`src/rtl/i2c_slave_responder.sv`:
```
// I2C target: oversampled SCL/SDA, START/STOP detection, 7-bit address match,
// byte-level write sink and read source with open-drain SDA control.
module i2c_slave_responder #(
    parameter logic [6:0] SLAVE_ADDR = 7'h22
) (
    input  logic       clk,
    input  logic       rst,
    input  logic       scl_i,
    input  logic       sda_i,
    output logic       sda_oe,
    output logic       op,
    output logic       busy,
    output logic       wr_valid,
    output logic [7:0] wr_byte,
    output logic       rd_req,
    input  logic [7:0] rd_byte,
    output logic       start_det,
    output logic       stop_det
);

    typedef enum logic [1:0] {ST_INIT, ST_ADDR, ST_IN, ST_OUT} state_e;

    state_e      state_q;
    logic        scl_s1_q, scl_s2_q, scl_h_q;
    logic        sda_s1_q, sda_s2_q, sda_h_q;
    logic [3:0]  bit_cnt_q;
    logic [3:0]  bit_cnt_d;
    logic [7:0]  shift_q;
    logic [7:0]  shift_d;
    logic        ack_q;
    logic        sda_oe_q, op_q, wr_valid_q, rd_req_q, start_det_q, stop_det_q;
    logic [7:0]  wr_byte_q;

    logic scl_rise, scl_fall, start_ev, stop_ev;

    always_ff @(posedge clk or posedge rst) begin
        if (rst) begin
            scl_s1_q <= 1'b1;
            scl_s2_q <= 1'b1;
            scl_h_q  <= 1'b1;
            sda_s1_q <= 1'b1;
            sda_s2_q <= 1'b1;
            sda_h_q  <= 1'b1;
        end else begin
            scl_s1_q <= scl_i;
            scl_s2_q <= scl_s1_q;
            scl_h_q  <= scl_s2_q;
            sda_s1_q <= sda_i;
            sda_s2_q <= sda_s1_q;
            sda_h_q  <= sda_s2_q;
        end
    end

    assign scl_rise  = scl_s2_q & ~scl_h_q;
    assign scl_fall  = ~scl_s2_q & scl_h_q;
    assign start_ev  = scl_s2_q & scl_h_q & sda_h_q & ~sda_s2_q;
    assign stop_ev   = scl_s2_q & scl_h_q & ~sda_h_q & sda_s2_q;
    assign bit_cnt_d = bit_cnt_q + 4'd1;
    assign shift_d   = {shift_q[6:0], sda_s2_q};

    // ack_q marks the ninth-bit phase: our ACK in ADDR/IN, the master's ACK in OUT.
    always_ff @(posedge clk or posedge rst) begin
        if (rst) begin
            state_q     <= ST_INIT;
            bit_cnt_q   <= '0;
            shift_q     <= '0;
            ack_q       <= 1'b0;
            sda_oe_q    <= 1'b0;
            op_q        <= 1'b0;
            wr_valid_q  <= 1'b0;
            wr_byte_q   <= '0;
            rd_req_q    <= 1'b0;
            start_det_q <= 1'b0;
            stop_det_q  <= 1'b0;
        end else begin
            wr_valid_q  <= 1'b0;
            rd_req_q    <= 1'b0;
            start_det_q <= 1'b0;
            stop_det_q  <= 1'b0;
            if (start_ev) begin
                state_q     <= ST_ADDR;
                bit_cnt_q   <= '0;
                ack_q       <= 1'b0;
                sda_oe_q    <= 1'b0;
                start_det_q <= 1'b1;
            end else if (stop_ev) begin
                state_q    <= ST_INIT;
                bit_cnt_q  <= '0;
                ack_q      <= 1'b0;
                sda_oe_q   <= 1'b0;
                stop_det_q <= 1'b1;
            end else begin
                case (state_q)
                    ST_INIT: ;
                    ST_ADDR: begin
                        if (scl_fall && ack_q) begin
                            ack_q     <= 1'b0;
                            bit_cnt_q <= '0;
                            sda_oe_q  <= 1'b0;
                            if (op_q) begin
                                rd_req_q <= 1'b1;
                                state_q  <= ST_OUT;
                            end else begin
                                state_q  <= ST_IN;
                            end
                        end else if (scl_fall && bit_cnt_q == 4'd8) begin
                            if (shift_q[7:1] == SLAVE_ADDR) begin
                                op_q     <= shift_q[0];
                                sda_oe_q <= 1'b1;
                                ack_q    <= 1'b1;
                            end else begin
                                state_q  <= ST_INIT;
                            end
                        end else if (scl_rise && bit_cnt_q < 4'd8) begin
                            shift_q   <= shift_d;
                            bit_cnt_q <= bit_cnt_d;
                        end
                    end
                    ST_IN: begin
                        if (scl_fall && ack_q) begin
                            ack_q     <= 1'b0;
                            bit_cnt_q <= '0;
                            sda_oe_q  <= 1'b0;
                        end else if (scl_fall && bit_cnt_q == 4'd8) begin
                            wr_byte_q  <= shift_q;
                            wr_valid_q <= 1'b1;
                            sda_oe_q   <= 1'b1;
                            ack_q      <= 1'b1;
                        end else if (scl_rise && bit_cnt_q < 4'd8) begin
                            shift_q   <= shift_d;
                            bit_cnt_q <= bit_cnt_d;
                        end
                    end
                    ST_OUT: begin
                        // rd_byte is valid the cycle after our request pulse
                        if (rd_req_q) begin
                            shift_q   <= rd_byte;
                            sda_oe_q  <= ~rd_byte[7];
                            bit_cnt_q <= '0;
                        end else if (scl_fall && ack_q) begin
                            ack_q     <= 1'b0;
                            bit_cnt_q <= '0;
                            rd_req_q  <= 1'b1;
                        end else if (scl_fall && bit_cnt_q < 4'd8) begin
                            bit_cnt_q <= bit_cnt_d;
                            shift_q   <= {shift_q[6:0], 1'b0};
                            sda_oe_q  <= (bit_cnt_d == 4'd8) ? 1'b0 : ~shift_q[6];
                        end else if (scl_rise && bit_cnt_q == 4'd8) begin
                            if (sda_s2_q) state_q <= ST_INIT;
                            else          ack_q   <= 1'b1;
                        end
                    end
                    default: state_q <= ST_INIT;
                endcase
            end
        end
    end

    assign sda_oe    = sda_oe_q;
    assign op        = op_q;
    assign busy      = (state_q != ST_INIT);
    assign wr_valid  = wr_valid_q;
    assign wr_byte   = wr_byte_q;
    assign rd_req    = rd_req_q;
    assign start_det = start_det_q;
    assign stop_det  = stop_det_q;

endmodule

```
`config.mk`:
```
export PLATFORM = sky130hd
export DESIGN_NAME = i2c_slave_responder
export DESIGN_NICKNAME = d
export VERILOG_FILES = /design/src/rtl/i2c_slave_responder.sv
export SDC_FILE = /design/constraint.sdc
export NUM_CORES = 1
export LEC_CHECK = 0
export CAP_MARGIN = 30
export CORE_ASPECT_RATIO = 1.75
export CORE_MARGIN = 5
export CORE_UTILIZATION = 50
export DETAILED_ROUTE_END_ITERATION = 16
export DONT_BUFFER_PORTS = 1
export GPL_ROUTABILITY_DRIVEN = 0
export MAX_ROUTING_LAYER = met4
export PLACE_DENSITY = 0.67
export SLEW_MARGIN = 40
export SYNTH_ARGS = -nofsm -noshare
export SYNTH_HDL_FRONTEND = slang
export SYNTH_SLANG_ARGS = --single-unit
```
`constraint.sdc`:
```
create_clock -name clk -period 1.9 [get_ports clk]
set_input_delay 0.285 -clock clk [delete_from_list [all_inputs] [get_ports clk]]
set_output_delay 0.285 -clock clk [all_outputs]
set_load 0.005 [all_outputs]
```
==> flow_summary.ini <==
[cells_and_area]
post_route_cells_drive_above_1_share_pct = 50.26
insertedDiodeCount = 0
nNetsFinal = 210
layout_area_growth_over_synthesis_pct = 34.12

[clock_network]
max_h_tree_level = 2
tritoncts.num_buffers = 5
cts-root-to-sink-buffers = 2
cts.clk_slew.worst_paths_ns = 0.08
root_buffer = sky130_fd_sc_hd__clkbuf_8
clock_sinks = 35
cts_tree = done
clk_latency_ns = 0.29

[drt]
drt_iter0_drc = 33
route.final.wire_length_mm = 4.236
firstDrtPassIters = 4
route.vias.total = 1348
detail_route.drc_violations = 0
detail_route.vias_per_cell = 5.640
antenna_left = 0
avgRoutedWirePerCell_um = 17.72

[power_and_ir_drop]
netSwitchingPower_uw = 915.1
leakage_nw = 1.163
cellPowerDensity_mw_per_mm2 = 1293
power.ir.vdd_worst_mv = 0.9458
netSwitchingFraction_pct = 29.12
power.internal_mw = 2.228
share_clk_of_total_power_pct = 25.4
comb_power_share_pct = 40.4
pwr-share-seq_pct = 34.2

[sta]
finalMaxSlewViolations = 0
layout_min_cycle_time_ns = 2.010
worst_slew_pin_slew_ns = 0.4488
clock_skew_ns = 0.009489
post-route-worst-setup-slack_ns = -0.1103
timing.max_slew.rel_slack_pct = 70.04
grt_setup_unrepaired = yes
fin_crit_sh_pct = 105.8
clock.fmax_ghz = 0.4974
timing.final.setup_violations = 9
final_hold_viol_count = 0
setup-tns-final_ns = -0.8709
hold-worst-slack_ns = 0.2681

[floorplanning]
initial_utilization_pct = 50.95
design.die.area_mm2 = 0.004975
dieWidth_um = 55.51
die_h_um = 89.63
core_area_mm2 = 0.003556
std_cell_rows = 29
ios = 27

[setup_path]
crit_fanout = 8
worstSetupPathType = reg -> reg
crit_slowest_cell = sky130_fd_sc_hd__dfrtp_1
worst_setup_path_start_kind = flop
timing.critical_path.to_type = flop
cp_common_cell = sky130_fd_sc_hd__o22a_1
worst-path-buf-inv = 2
critPathArrivalTime_ns = 2.18
cpLargestDelayFamily = flip-flops
slowest_delay_ns = 0.42
cp_cell_sequence = inv_2, ha_4, o22a_1, o22a_1, or3_1, buf_6, mux2_4
cp.required_ns = 2.07

[global_routing]
antenna_found_initial = 0
via_count_of_the_first_global_routing_pass = 1413
grt_start_max_net_pins = 26
globalRouteOverflowTotal = 0
grt_usage_pct = 18.89
grt_pass1_wl_mm = 6.810

[synth]
synth-main-ff-cell = sky130_fd_sc_hd__dfrtp_1
synth.top_cells.by_area = sky130_fd_sc_hd__dfrtp_1 40%, sky130_fd_sc_hd__mux2_2 11%, sky130_fd_sc_hd__dfstp_2 8.7%, sky130_fd_sc_hd__mux2_4 6.6%, sky130_fd_sc_hd__ha_1 4.1%
synthesis.yosys.warnings = 0
post-synth-top-area-fraction_pct = 40.06
netlist_area_mm2 = 0.001812
synth_top_area_cell = sky130_fd_sc_hd__dfrtp_1
synth.avg_cell_area_um2 = 12.24
synth.distinct_cells = 46
yosysSeqAreaShare_pct = 48.76
number_of_instances_in_the_synthesized_netlist = 148
syn_nets = 166
async_reset_ff_share_pct = 100.0
synth_enable_flop_cells = 0
yosys_register_bits = 35

[flow_run]
drv.max_cap_violation_count = 0

[run_status]
failed_checks = negative setup slack
run_status = finished, violations left

[placed_design]
io_buffers = 0
place_hpwl_mm = 3.040

[hold_path]
worstHoldPathType = in -> reg
[sequential cells by signal (all words and copies together), names as in the netlist]
| register | flops |
|---|---|
| sda_h_q | 1 |
| scl_s2_q | 1 |
| wr_byte | 8 |
| ack_q | 1 |
| wr_valid | 1 |
| start_det | 1 |
| sda_oe | 1 |
| sda_s2_q | 1 |
| scl_h_q | 1 |
| rd_req | 1 |
| shift_q | 8 |
| op | 1 |
| state_q | 2 |
| sda_s1_q | 1 |
| bit_cnt_q | 4 |
| stop_det | 1 |
| scl_s1_q | 1 |
[what timing repair did]
item                       4_1_cts  5_1_grt
hold endpoints to repair         7        0
gates cloned                     0        0
buffers inserted                 8        1
hold buffers                     3        0
setup endpoints to repair       11       16
pin swaps                        7        4
gates resized for setup         12        9
[through the flow]
stage	setup slack, ns	cell area (um2)	utilization (%)	power [mW]	cells
6_report	-0.1103	2430	68.33	3.143	239
2_1_floorplan	-0.04667	1834	-	1.792	148
5_1_grt	-0.1836	2430	68.33	3.314	239
4_1_cts	-0.1083	2380	66.92	3.076	238
3_3_place_gp	-0.05995	2101	59.08	2.070	219
3_5_place_dp	-0.1062	2101	59.08	2.124	219
[path summary, 6_finish.rpt]
check                      cells after the start  startpoint      endpoint  slack (ns)
setup / recovery                               7  state_q[0]    shift_q[7]       -0.11
hold / removal                                 2  rd_byte[5]    shift_q[5]        0.27
setup reg to reg                               7  state_q[0]    shift_q[7]       -0.11
hold reg to reg                                0    sda_s1_q      sda_s2_q        0.35
max in group asynchronous                      3         rst      scl_s1_q        0.90
min in group asynchronous                      2         rst  bit_cnt_q[3]        0.44
[power groups by stage]
stage,logic [mW],clock network [mW],registers [mW]
after detailed placement,1.04,0,1.08
after CTS,1.19,0.813,1.07
after global placement,0.998,0,1.07
after global routing,1.37,0.845,1.10
final,1.27,0.799,1.07
after floorplan,0.751,0,1.04
[cell usage after synthesis, types with 2 or more instances]
| cell | instances |
|---|---|
| sky130_fd_sc_hd__o21ai_0 | 2 |
| sky130_fd_sc_hd__buf_6 | 2 |
| sky130_fd_sc_hd__a32oi_1 | 2 |
| sky130_fd_sc_hd__nor3_1 | 2 |
| sky130_fd_sc_hd__nand3b_1 | 2 |
| sky130_fd_sc_hd__dfrtp_1 | 29 |
| sky130_fd_sc_hd__dfstp_2 | 6 |
| sky130_fd_sc_hd__mux2_4 | 8 |
| sky130_fd_sc_hd__nand2_1 | 4 |
| sky130_fd_sc_hd__mux2_2 | 17 |
| sky130_fd_sc_hd__nand2b_1 | 4 |
| sky130_fd_sc_hd__mux2_1 | 3 |
| sky130_fd_sc_hd__a21oi_1 | 3 |
| sky130_fd_sc_hd__nor2_1 | 8 |
| sky130_fd_sc_hd__and3_1 | 2 |
| sky130_fd_sc_hd__or3_1 | 2 |
| sky130_fd_sc_hd__inv_1 | 10 |
| sky130_fd_sc_hd__a22o_1 | 3 |
| sky130_fd_sc_hd__o21a_1 | 2 |
| sky130_fd_sc_hd__o22a_1 | 2 |
| sky130_fd_sc_hd__nand3_1 | 5 |
| sky130_fd_sc_hd__ha_1 | 6 |
[metal layers]
layer  vias up  share of wire [%]  global-route usage, %
met5         -                  0                      -
met4         0                4.9                  13.72
met3        15                4.2                  4.292
met2        42                 54                  33.41
met1       672                 37                  18.03
li1        619                  -                      -
[cells in the final DEF (no fill, tap or decap), types with 2 or more instances in the layout]
master                          instances
sky130_fd_sc_hd__a21oi_1                3
sky130_fd_sc_hd__dfstp_2                6
sky130_fd_sc_hd__nor2_1                 7
sky130_fd_sc_hd__nand3b_1               2
sky130_fd_sc_hd__and3_1                 2
sky130_fd_sc_hd__mux2_1                 2
sky130_fd_sc_hd__buf_6                  2
sky130_fd_sc_hd__bufinv_16              2
sky130_fd_sc_hd__mux2_4                10
sky130_fd_sc_hd__dfrtp_1               29
sky130_fd_sc_hd__buf_4                 33
sky130_fd_sc_hd__o21ai_0                2
sky130_fd_sc_hd__clkbuf_8               5
sky130_fd_sc_hd__or3_1                  2
sky130_fd_sc_hd__ha_1                   3
sky130_fd_sc_hd__buf_12                 2
sky130_fd_sc_hd__inv_2                  4
sky130_fd_sc_hd__mux2_2                16
sky130_fd_sc_hd__inv_1                  6
sky130_fd_sc_hd__nand2_1                4
sky130_fd_sc_hd__nand2b_1               4
sky130_fd_sc_hd__a22o_1                 3
sky130_fd_sc_hd__o22a_1                 2
sky130_fd_sc_hd__dlygate4sd3_1          3
sky130_fd_sc_hd__ha_4                   2
sky130_fd_sc_hd__nand3_1                4
[layout make-up]
class / instances / area [um2]
Inverter: 10 / 37.54
Fill cell: 290 / 1126
Multi-Input combinational cell: 100 / 974.7
Clock inverter: 3 / 67.56
Clock buffer: 5 / 68.82
Timing Repair Buffer: 40 / 340.3
Tap cell: 46 / 57.56
Sequential cell: 35 / 883.3
[logic make-up (layout without fill, tap and decap cells)]
group / count (synthesis) / in the layout / synth area share (%)
compound gates: 25 / 25 / 11.05
xor+xnor: 2 / 2 / 0.9670
fa+ha+maj: 6 / 6 / 4.144
buf+inv: 13 / 58 / 3.522
flops: 35 / 35 / 48.76
mux: 29 / 29 / 19.61
simple gates: 38 / 38 / 11.95
Power figures use the tool's default switching activity.
